===== config.mk =====
export PLATFORM = sky130hd
export DESIGN_NAME = mfp_pmod_als_spi_responder
export DESIGN_NICKNAME = d
export VERILOG_FILES = /design/src/rtl/mfp_pmod_als_spi_responder.sv
export SDC_FILE = /design/constraint.sdc
export NUM_CORES = 1
export LEC_CHECK = 0
export ABC_AREA = 1
export BUFFER_PORTS_ARGS = -buffer_cell sky130_fd_sc_hd__buf_2
export CAP_MARGIN = 25
export CORE_MARGIN = 4
export CORE_UTILIZATION = 35
export CTS_CLUSTER_SIZE = 25
export DETAILED_ROUTE_END_ITERATION = 10
export GPL_TIMING_DRIVEN = 1
export PLACE_DENSITY_LB_ADDON = 0.25
export SLEW_MARGIN = 15
export SYNTH_ARGS = -nofsm -noshare
export SYNTH_HDL_FRONTEND = slang
export SYNTH_SLANG_ARGS = --single-unit

===== constraint.sdc =====
create_clock -name clock -period 1.9 [get_ports clock]
set_input_delay 0.19 -clock clock [delete_from_list [all_inputs] [get_ports clock]]
set_output_delay 0.19 -clock clock [all_outputs]
set_load 0.05 [all_outputs]

===== src/rtl/mfp_pmod_als_spi_responder.sv =====
// ADC081S021-style responder for the PMOD ALS link: shifts {3'b0, sample, 5'b0}
// out on sdo, MSB first, under externally driven CS/SCK.
module mfp_pmod_als_spi_responder #(
    parameter int unsigned SYNC_STAGES = 2
) (
    input  logic       clock,
    input  logic       reset,
    input  logic       cs,
    input  logic       sck,
    output logic       sdo,
    output logic       sdo_oe,
    input  logic [7:0] sample,
    output logic       frame_done,
    output logic       frame_abort
);

    typedef enum logic [1:0] {IDLE, SHIFT, HOLD} state_t;

    localparam int unsigned FLUSH = SYNC_STAGES + 1;
    localparam int unsigned FW    = $clog2(FLUSH + 1);

    logic [SYNC_STAGES-1:0] cs_sync, sck_sync;
    logic                   cs_d, sck_d;
    logic                   cs_s, sck_s;
    logic                   cs_fall, cs_rise, sck_fall;
    logic [FW-1:0]          flush_cnt;
    logic                   flushed, armed;

    state_t      state, state_n;
    logic [15:0] shift_reg, shift_n;
    logic [4:0]  bit_cnt, cnt_n;
    logic        done_n, abort_n;

    assign cs_s    = cs_sync[SYNC_STAGES-1];
    assign sck_s   = sck_sync[SYNC_STAGES-1];
    assign flushed = (flush_cnt == FW'(FLUSH));

    // The chain resets to "idle high", so a CS held low across reset would look
    // like a fresh fall; only accept falls once real pin data has shown CS high.
    assign cs_fall  = armed & cs_d & ~cs_s;
    assign cs_rise  = ~cs_d & cs_s;
    assign sck_fall = sck_d & ~sck_s;

    always_ff @(posedge clock) begin
        if (reset) begin
            cs_sync     <= '1;
            sck_sync    <= '1;
            cs_d        <= 1'b1;
            sck_d       <= 1'b1;
            flush_cnt   <= '0;
            armed       <= 1'b0;
            state       <= IDLE;
            shift_reg   <= '0;
            bit_cnt     <= '0;
            frame_done  <= 1'b0;
            frame_abort <= 1'b0;
        end else begin
            cs_sync     <= {cs_sync[SYNC_STAGES-2:0], cs};
            sck_sync    <= {sck_sync[SYNC_STAGES-2:0], sck};
            cs_d        <= cs_s;
            sck_d       <= sck_s;
            if (!flushed)
                flush_cnt <= flush_cnt + 1'b1;
            armed       <= armed | (flushed & cs_d);
            state       <= state_n;
            shift_reg   <= shift_n;
            bit_cnt     <= cnt_n;
            frame_done  <= done_n;
            frame_abort <= abort_n;
        end
    end

    always_comb begin
        state_n = state;
        shift_n = shift_reg;
        cnt_n   = bit_cnt;
        done_n  = 1'b0;
        abort_n = 1'b0;
        case (state)
            IDLE: begin
                if (cs_fall) begin
                    shift_n = {3'b000, sample, 5'b00000};
                    cnt_n   = '0;
                    state_n = SHIFT;
                end
            end
            SHIFT: begin
                // CS release outranks a coincident SCK fall, including the 16th.
                if (cs_rise) begin
                    state_n = IDLE;
                    abort_n = 1'b1;
                end else if (sck_fall) begin
                    shift_n = {shift_reg[14:0], 1'b0};
                    cnt_n   = bit_cnt + 5'd1;
                    if (bit_cnt == 5'd15) begin
                        state_n = HOLD;
                        done_n  = 1'b1;
                    end
                end
            end
            HOLD: begin
                if (cs_rise)
                    state_n = IDLE;
            end
            default: state_n = IDLE;
        endcase
    end

    always_comb begin
        sdo    = (state == SHIFT) & shift_reg[15];
        sdo_oe = (state != IDLE);
    end

endmodule


==> flow_summary.toml, run 1 <==
[grt]
grt_antenna_before_repair = 0
grt_first_pass_wirelength_um = 4071
grtUsageTotal = 0.1183
grt_pass1_vias = 996
overflow = 0
grt_max_degree = 20

[clock_tree]
clock_latency_ns = 0.32
cts.clk_slew.worst_paths_ns = 0.09
cts_made_buffers = 5
cts-root-buf = "clkbuf_4"
cts_setup_buffers = 0
cts_hold_buf = 0
cts_sinks = 29
htreeDepth = 2
ctsResizeCount = 0
cts_buffer_depth = 2
cts_tree = "built"

[finish]
layout-drive-gt1-share = 0.1791
syn2layout_area_growth_pct = 14.36
layout_commonest_cell = "nand2_1"
diodes = 0
largest_reg_flops = 11
nets = 215
final_cell_mix = "nand2_1 (45), nor2_1 (43), dfxtp_1 (29), inv_1 (18), buf_2 (15)"

[power]
p_leak_nw = 0.7032
powerDensity_nw_per_um2 = 814.9
power_frac_seq = 0.554
p_int_mw = 0.9018
p_sw_frac = 0.2395
p_total_mw = 1.186
clkPwrFrac = 0.355
peakVddDrop_uv = 416.8
p_sw_mw = 0.2839
comb_power_share = 0.091

[floorplanning]
fp.coreArea_um2 = 3416
dieArea_um2 = 4664
io_pins = 16
die-height_um = 68.30
start_util = 0.3725
die_w_um = 68.30
rows = 21

[detailed_routing]
drt_pass1_iterations = 4
routed_wl_um = 2209
drt-wirelength-per-cell_um = 8.943
drtIter0Drc = 44
drc_errors = 0
ant_nets = 0
viasPerCell = 4.368
num_vias = 1079

[setup_path]
start_kind = "register"
worstSetupPathType = "reg -> out"
reg2reg_from = "bit_cnt[0]$_SDFFE_PP0P_"
cp.arrival_ns = 1.48
crit_path_end_kind = "primary output"
crit_fanout = 13
worstPathRequired_ns = 1.71
ff2ff_setup_slack_ns = 0.45
cp-startpoint = "state[0]$_SDFFE_PP0P_"
worstRegToRegCells = 9
rr_endpoint = "state[0]$_SDFFE_PP0P_"

[synth]
synthesis.area_um2 = 1272
ys_seq_area_frac = 0.4562
syn_inst = 182
avgSynthCellArea_um2 = 6.992
syn_nets = 197
synth.distinct_cells = 24
ys_warn_count = 0
synth_seq_cells = 29

[sta]
final.setup_skew_ns = 0.01178
rsz0062_at_grt = "false"
period_share = 0.8770
drv_slew = 0
tightest_slew_ns = 0.5331
finalSetupTns_ns = 0
hold_violations = 0
setup_violations = 0
max_freq_mhz = 600.1
relSlewSlack = 0.6442
layout_min_cycle_time_ns = 1.666

[hold_path]
min_delay_path_depth = 2
worstHoldPathType = "in -> reg"
hp-start = "cs"
whs_endpoint = "cs_sync[0]$_SDFF_PP1_"

[placed_design]
dp_hpwl_um = 1563
portBuffers = 15
gp_congestion = 0.8135

[job]
max-cap-violations = 0

[status]
outcome = "completed"
==> per-stage QoR <==
stage,std cells,hold slack [ns],setup slack (ns),util,instance area [µm²]
2_1_floorplan,182,0.2938,0.3930,-,1272
3_3_place_gp,239,0.3731,0.4993,0.4055,1385
3_5_place_dp,239,0.3774,0.4631,0.4055,1385
4_1_cts,247,0.03369,0.1983,0.4260,1455
5_1_grt,247,0.04011,0.1117,0.4260,1455
6_report,247,0.04263,0.2337,0.4260,1455
==> worst max-delay path by stage <==
stage / end / depth (start not counted)
after global routing: sdo / 4
after CTS: sdo / 4
after global placement: state[0]$_SDFFE_PP0P_ / 9
final: sdo / 3
after floorplan: sdo / 4
after detailed placement: state[0]$_SDFFE_PP0P_ / 9
==> power by group through the flow <==
| stage | clock, mW | sequential [mW] | combinational [mW] |
|---|---|---|---|
| 2_1_floorplan | 0 | 0.668 | 0.0846 |
| 3_3_place_gp | 0 | 0.671 | 0.110 |
| 3_5_place_dp | 0 | 0.672 | 0.110 |
| 4_1_cts | 0.435 | 0.657 | 0.111 |
| 5_1_grt | 0.459 | 0.661 | 0.130 |
| 6_report | 0.421 | 0.657 | 0.108 |
==> per-layer routing <==
layer / part of all wire / up-vias / track usage / routed length [µm]
met1: 0.50 / 461 / 0.1357 / 1115
li1: - / 594 / - / -
met2: 0.41 / 17 / 0.1853 / 909
met4: 0.026 / 0 / 0.07692 / 58
met3: 0.057 / 7 / 0.04105 / 125
met5: 0 / - / 0 / 0
==> layout make-up <==
type	instances	area, µm²
multi-input combinational	126	570.5
timing repair buffer	19	105.1
fill	368	1961
sequential	29	580.6
clock inverter	1	5.005
inverter	19	71.32
clock buffer	7	65.06
tap	46	57.56
==> worst max-delay path, cell delays in order (launching register included) <==
cell,delay [ns]
dfxtp_1,0.42
nand2_1,0.30
nor2_1,0.16
buf_2,0.28
==> cells by family (layout without fill, tap and decap cells) <==
| logic type | count (synthesis) | after routing | synth area share |
|---|---|---|---|
| compound gates | 18 | 18 | 0.07276 |
| fa+ha+maj | 3 | 3 | 0.02950 |
| simple gates | 104 | 104 | 0.3392 |
| flops | 29 | 29 | 0.4562 |
| buf+inv | 27 | 46 | 0.09537 |
| xor+xnor | 1 | 1 | 0.006884 |
==> cell usage after synthesis <==
master	instances	area, µm²
buf_1	1	3.750
nor4_1	1	6.260
nor2_4	1	11.26
nand2_2	2	12.51
a21oi_1	3	15.01
dfxtp_1	29	580.6
nand2_1	45	168.9
o211ai_1	1	7.510
xor2_1	1	8.760
buf_2	4	20.02
nand4_1	2	12.51
nor2_1	43	161.4
ha_1	3	37.54
buf_6	2	22.52
o21ai_0	12	60.06
nand3_1	3	15.01
nor3_1	1	5.000
or2_2	4	25.02
inv_1	18	67.56
o21ai_1	2	10.01
nor2_2	1	6.260
inv_2	1	3.750
nor3b_1	1	7.510
clkbuf_1	1	3.750
(Power assumes the default switching activity.)
==> run 2: changes to the inputs <==
--- a/config.mk
+++ b/config.mk
@@ -12,7 +12,7 @@
 export CORE_UTILIZATION = 35
 export CTS_CLUSTER_SIZE = 25
 export DETAILED_ROUTE_END_ITERATION = 10
-export GPL_TIMING_DRIVEN = 1
+export GPL_TIMING_DRIVEN = 0
 export PLACE_DENSITY_LB_ADDON = 0.25
 export SLEW_MARGIN = 15
 export SYNTH_ARGS = -nofsm -noshare
==> run 2 against run 1 <==
Die area did not move. Via count down 1.6%. Maximum frequency fell by 2.0%. Core utilization unchanged. Critical path depth rose by 2. Largest power group unchanged. Highest routed layer unchanged.
==> flow_summary.toml, run 2 (same netlist as run 1, synthesis figures left out) <==
[finish]
nFillCells = 382
syn2layout_area_growth_pct = 14.36
finalCoreUtilization = 0.4260
final_cell_mix = "nand2_1 (45), nor2_1 (43), dfxtp_1 (29), inv_1 (18), buf_2 (18)"
diodes = 0
nets = 218
layout.cells.non_filler = 250
layout-drive-gt1-share = 0.1814
layout_commonest_cell = "nand2_1"
final_cell_area_um2 = 1455
largest_reg_flops = 11

[setup_path]
crit_fanout = 10
ff2ff_setup_slack_ns = 0.45
start_kind = "register"
worstPathRequired_ns = 1.71
crit_path_end_kind = "primary output"
worstSetupPathType = "reg -> out"
cp.arrival_ns = 1.51

[clock_tree]
clock_latency_ns = 0.32
cts.clk_slew.worst_paths_ns = 0.10
cts-root-buf = "clkbuf_4"
cts_tree = "built"
cts_sinks = 29
ctsResizeCount = 0
htreeDepth = 2
cts_setup_buffers = 0
cts_buffer_depth = 2
cts_made_buffers = 5
cts_hold_buf = 0

[detailed_routing]
drt_pass1_iterations = 4
ant_nets = 0
viasPerCell = 4.248
drc_errors = 0
drtIter0Drc = 28
num_vias = 1062
drt-wirelength-per-cell_um = 9.316
routed_wl_um = 2329

[floorplanning]
die_w_um = 68.30
dieArea_um2 = 4664
start_util = 0.3725
die-height_um = 68.30
io_pins = 16
fp.coreArea_um2 = 3416
rows = 21

[power]
p_leak_nw = 0.6965
power_frac_seq = 0.584
clkPwrFrac = 0.318
p_int_mw = 0.8279
peakVddDrop_uv = 392.1
powerDensity_nw_per_um2 = 772.9
p_sw_frac = 0.2639
comb_power_share = 0.098
p_sw_mw = 0.2968
p_total_mw = 1.125

[grt]
grt_first_pass_wirelength_um = 4271
grt_antenna_before_repair = 0
grtUsageTotal = 0.1250
grt_pass1_vias = 1014
grt_max_degree = 11
overflow = 0

[sta]
finalSetupTns_ns = 0
setup_ws_ns = 0.1990
layout_min_cycle_time_ns = 1.701
rsz0062_at_grt = "false"
period_share = 0.8953
tightest_slew_ns = 0.4013
final.setup_skew_ns = 0.008049
hold_violations = 0
max_freq_mhz = 587.9
setup_violations = 0
hold_ws_ns = 0.03638
relSlewSlack = 0.7325
drv_slew = 0

[placed_design]
place_inst = 242
gp_congestion = 0.7699
preCtsSetupSlack_ns = 0.4389
postPlaceCellArea_um2 = 1400
dp_hpwl_um = 1655
portBuffers = 14

[job]
max-cap-violations = 0

[hold_path]
worstHoldPathType = "in -> reg"

[status]
outcome = "completed"
[run 2: power by group through the flow]
stage / registers, mW / logic, mW / clock network, mW
5_1_grt: 0.663 / 0.133 / 0.408
3_5_place_dp: 0.671 / 0.112 / 0
6_report: 0.657 / 0.110 / 0.358
4_1_cts: 0.657 / 0.112 / 0.376
2_1_floorplan: 0.668 / 0.0846 / 0
3_3_place_gp: 0.671 / 0.111 / 0
[run 2: path summary, 6_finish.rpt]
path / start / end / cells after the start
max reg2reg: bit_cnt[0]$_SDFFE_PP0P_ / state[0]$_SDFFE_PP0P_ / 9
max: state[1]$_SDFFE_PP0P_ / sdo / 5
min: sck / sck_sync[0]$_SDFF_PP1_ / 2
min reg2reg: cs_sync[0]$_SDFF_PP1_ / cs_sync[1]$_SDFF_PP1_ / 1
[run 2: worst max-delay path: stages (launching register included)]
cell and delay [ns]:
dfxtp_1 0.41, inv_1 0.10, nand2_1 0.15, buf_2 0.26, nor2_1 0.06, buf_2 0.21
[run 2: final cells by class]
| cell class | count | area [µm²] | share of cell area |
|---|---|---|---|
| Tap cell | 46 | 57.56 | 0.03955 |
| Sequential cell | 29 | 580.6 | 0.3990 |
| Buffer | 8 | 50.05 | 0.03439 |
| Inverter | 19 | 71.32 | 0.04901 |
| Timing Repair Buffer | 14 | 70.07 | 0.04815 |
| Clock inverter | 3 | 17.52 | 0.01204 |
| Clock buffer | 5 | 37.54 | 0.02580 |
| Multi-Input combinational cell | 126 | 570.5 | 0.3921 |
[run 2: metal layers]
layer | global-route usage | vias up | part of all wire
li1 | - | 604 | -
met1 | 0.1484 | 435 | 0.51
met2 | 0.1937 | 19 | 0.42
met3 | 0.05419 | 4 | 0.061
met4 | 0.05707 | 0 | 0.015
met5 | 0 | - | 0
==> run 3: changes to the inputs <==
--- a/config.mk
+++ b/config.mk
@@ -6,12 +6,12 @@
 export NUM_CORES = 1
 export LEC_CHECK = 0
 export ABC_AREA = 1
-export BUFFER_PORTS_ARGS = -buffer_cell sky130_fd_sc_hd__buf_2
 export CAP_MARGIN = 25
 export CORE_MARGIN = 4
 export CORE_UTILIZATION = 35
 export CTS_CLUSTER_SIZE = 25
 export DETAILED_ROUTE_END_ITERATION = 10
+export DONT_BUFFER_PORTS = 1
 export GPL_TIMING_DRIVEN = 0
 export PLACE_DENSITY_LB_ADDON = 0.25
 export SLEW_MARGIN = 15
==> run 3 against run 2 <==
Die area unchanged. Core utilization down 1.4 points. Register-to-register slack worse by 0.05 ns. Clock-buffer cell count up 2. Critical path type unchanged. Highest routed layer unchanged.
==> flow_summary.toml, run 3 (same netlist as run 1, synthesis figures left out) <==
[placed_design]
dp_hpwl_um = 1768
postPlaceCellArea_um2 = 1330
gp_congestion = 0.7972
portBuffers = 0
preCtsSetupSlack_ns = 0.2481
place_inst = 228

[sta]
tightest_slew_ns = 0.5511
relSlewSlack = 0.6322
setup_ws_ns = 0.1462
layout_min_cycle_time_ns = 1.754
hold_ws_ns = 0.1112
period_share = 0.9230
final.setup_skew_ns = 0.007382
rsz0062_at_grt = "false"
max_freq_mhz = 570.2
drv_slew = 0
finalSetupTns_ns = 0
setup_violations = 0
hold_violations = 0

[hold_path]
hp-start = "sample[4]"
worstHoldPathType = "in -> reg"

[grt]
grt_antenna_before_repair = 0
overflow = 0
grt_first_pass_wirelength_um = 4409
grtUsageTotal = 0.1294
grt_pass1_vias = 1052
grt_max_degree = 11

[floorplanning]
rows = 21
die_w_um = 68.30
dieArea_um2 = 4664
io_pins = 16
die-height_um = 68.30
start_util = 0.3725
fp.coreArea_um2 = 3416

[detailed_routing]
drtIter0Drc = 45
viasPerCell = 4.603
num_vias = 1091
drt-wirelength-per-cell_um = 10.29
drc_errors = 0
routed_wl_um = 2438
drt_pass1_iterations = 4
ant_nets = 0

[clock_tree]
cts_tree = "built"
cts_buffer_depth = 2
htreeDepth = 2
cts.clk_slew.worst_paths_ns = 0.09
clock_latency_ns = 0.32
cts_sinks = 29
cts-root-buf = "clkbuf_4"
cts_made_buffers = 5

[setup_path]
reg2reg_from = "bit_cnt[0]$_SDFFE_PP0P_"
crit_fanout = 10
worstSetupPathType = "reg -> out"
worstPathRequired_ns = 1.71
crit_path_end_kind = "primary output"
cp-startpoint = "state[1]$_SDFFE_PP0P_"
start_kind = "register"
cp.arrival_ns = 1.56

[finish]
nets = 206
finalCoreUtilization = 0.4121
diodes = 0
layout_commonest_cell = "nand2_1"
final_cell_mix = "nand2_1 (45), nor2_1 (42), dfxtp_1 (29), inv_1 (18), o21ai_0 (12)"
layout.cells.non_filler = 237
final_cell_area_um2 = 1408
largest_reg_flops = 11
syn2layout_area_growth_pct = 10.62
layout-drive-gt1-share = 0.1152

[power]
p_total_mw = 1.135
peakVddDrop_uv = 425.6
p_leak_nw = 0.6435
powerDensity_nw_per_um2 = 806.5

[job]
max-cap-violations = 0

[status]
outcome = "completed"
-- run 3: cell types whose count changed in the layout (fill, tap and decap cells not counted), sizes merged --
| cell | previous run | this run |
|---|---|---|
| buf | 21 | 7 |
| dlygate4sd3 | 0 | 2 |
| clkinv | 2 | 0 |
| clkbuf | 6 | 8 |
| clkinvlp | 1 | 0 |
-- run 3: layout make-up --
cell class | instances | area (µm²)
clock buffers | 7 | 55.05
inverters | 19 | 71.32
multi-input cells | 126 | 573.1
repair buffers | 2 | 20.02
plain buffers | 8 | 50.05
flip-flops and latches | 29 | 580.6
well taps | 46 | 57.56
fillers | 372 | 2008
-- run 3: critical path: stages, from the launching register on --
cell	delay, ns
dfxtp_1	0.35
inv_1	0.11
nand2_1	0.12
buf_2	0.21
nor2_2	0.45
-- run 3: where the power goes --
part           leakage, nW  internal [mW]  switching [mW]
combinational        0.376         0.0444          0.0625
sequential           0.236          0.641          0.0175
clock               0.0314          0.174           0.195
-- run 3: per-layer routing --
| metal | GRT usage | routed length (µm) | share of wire |
|---|---|---|---|
| met2 | 0.2058 | 1112 | 0.46 |
| met3 | 0.05583 | 125 | 0.051 |
| met4 | 0.07196 | 61 | 0.025 |
| met5 | 0 | 0 | 0 |
| met1 | 0.1443 | 1138 | 0.47 |
-- run 3: worst paths after layout --
path              cells past startpoint                        end  slack (ns)
setup / recovery                      4                        sdo        0.15
hold / removal                        4  shift_reg[9]$_SDFFE_PP0P_        0.11
setup reg to reg                      9      state[0]$_SDFFE_PP0P_        0.40
hold reg to reg                       1      cs_sync[1]$_SDFF_PP1_        0.41
-- run 3: repair_timing --
| item | CTS | global route |
|---|---|---|
| hold endpoints to repair | 2 | 0 |
| endpoints found under the setup margin | 1 | 0 |
| buffers inserted | 0 | 0 |
| resized for setup | 1 | 0 |
| hold buffers | 2 | 0 |
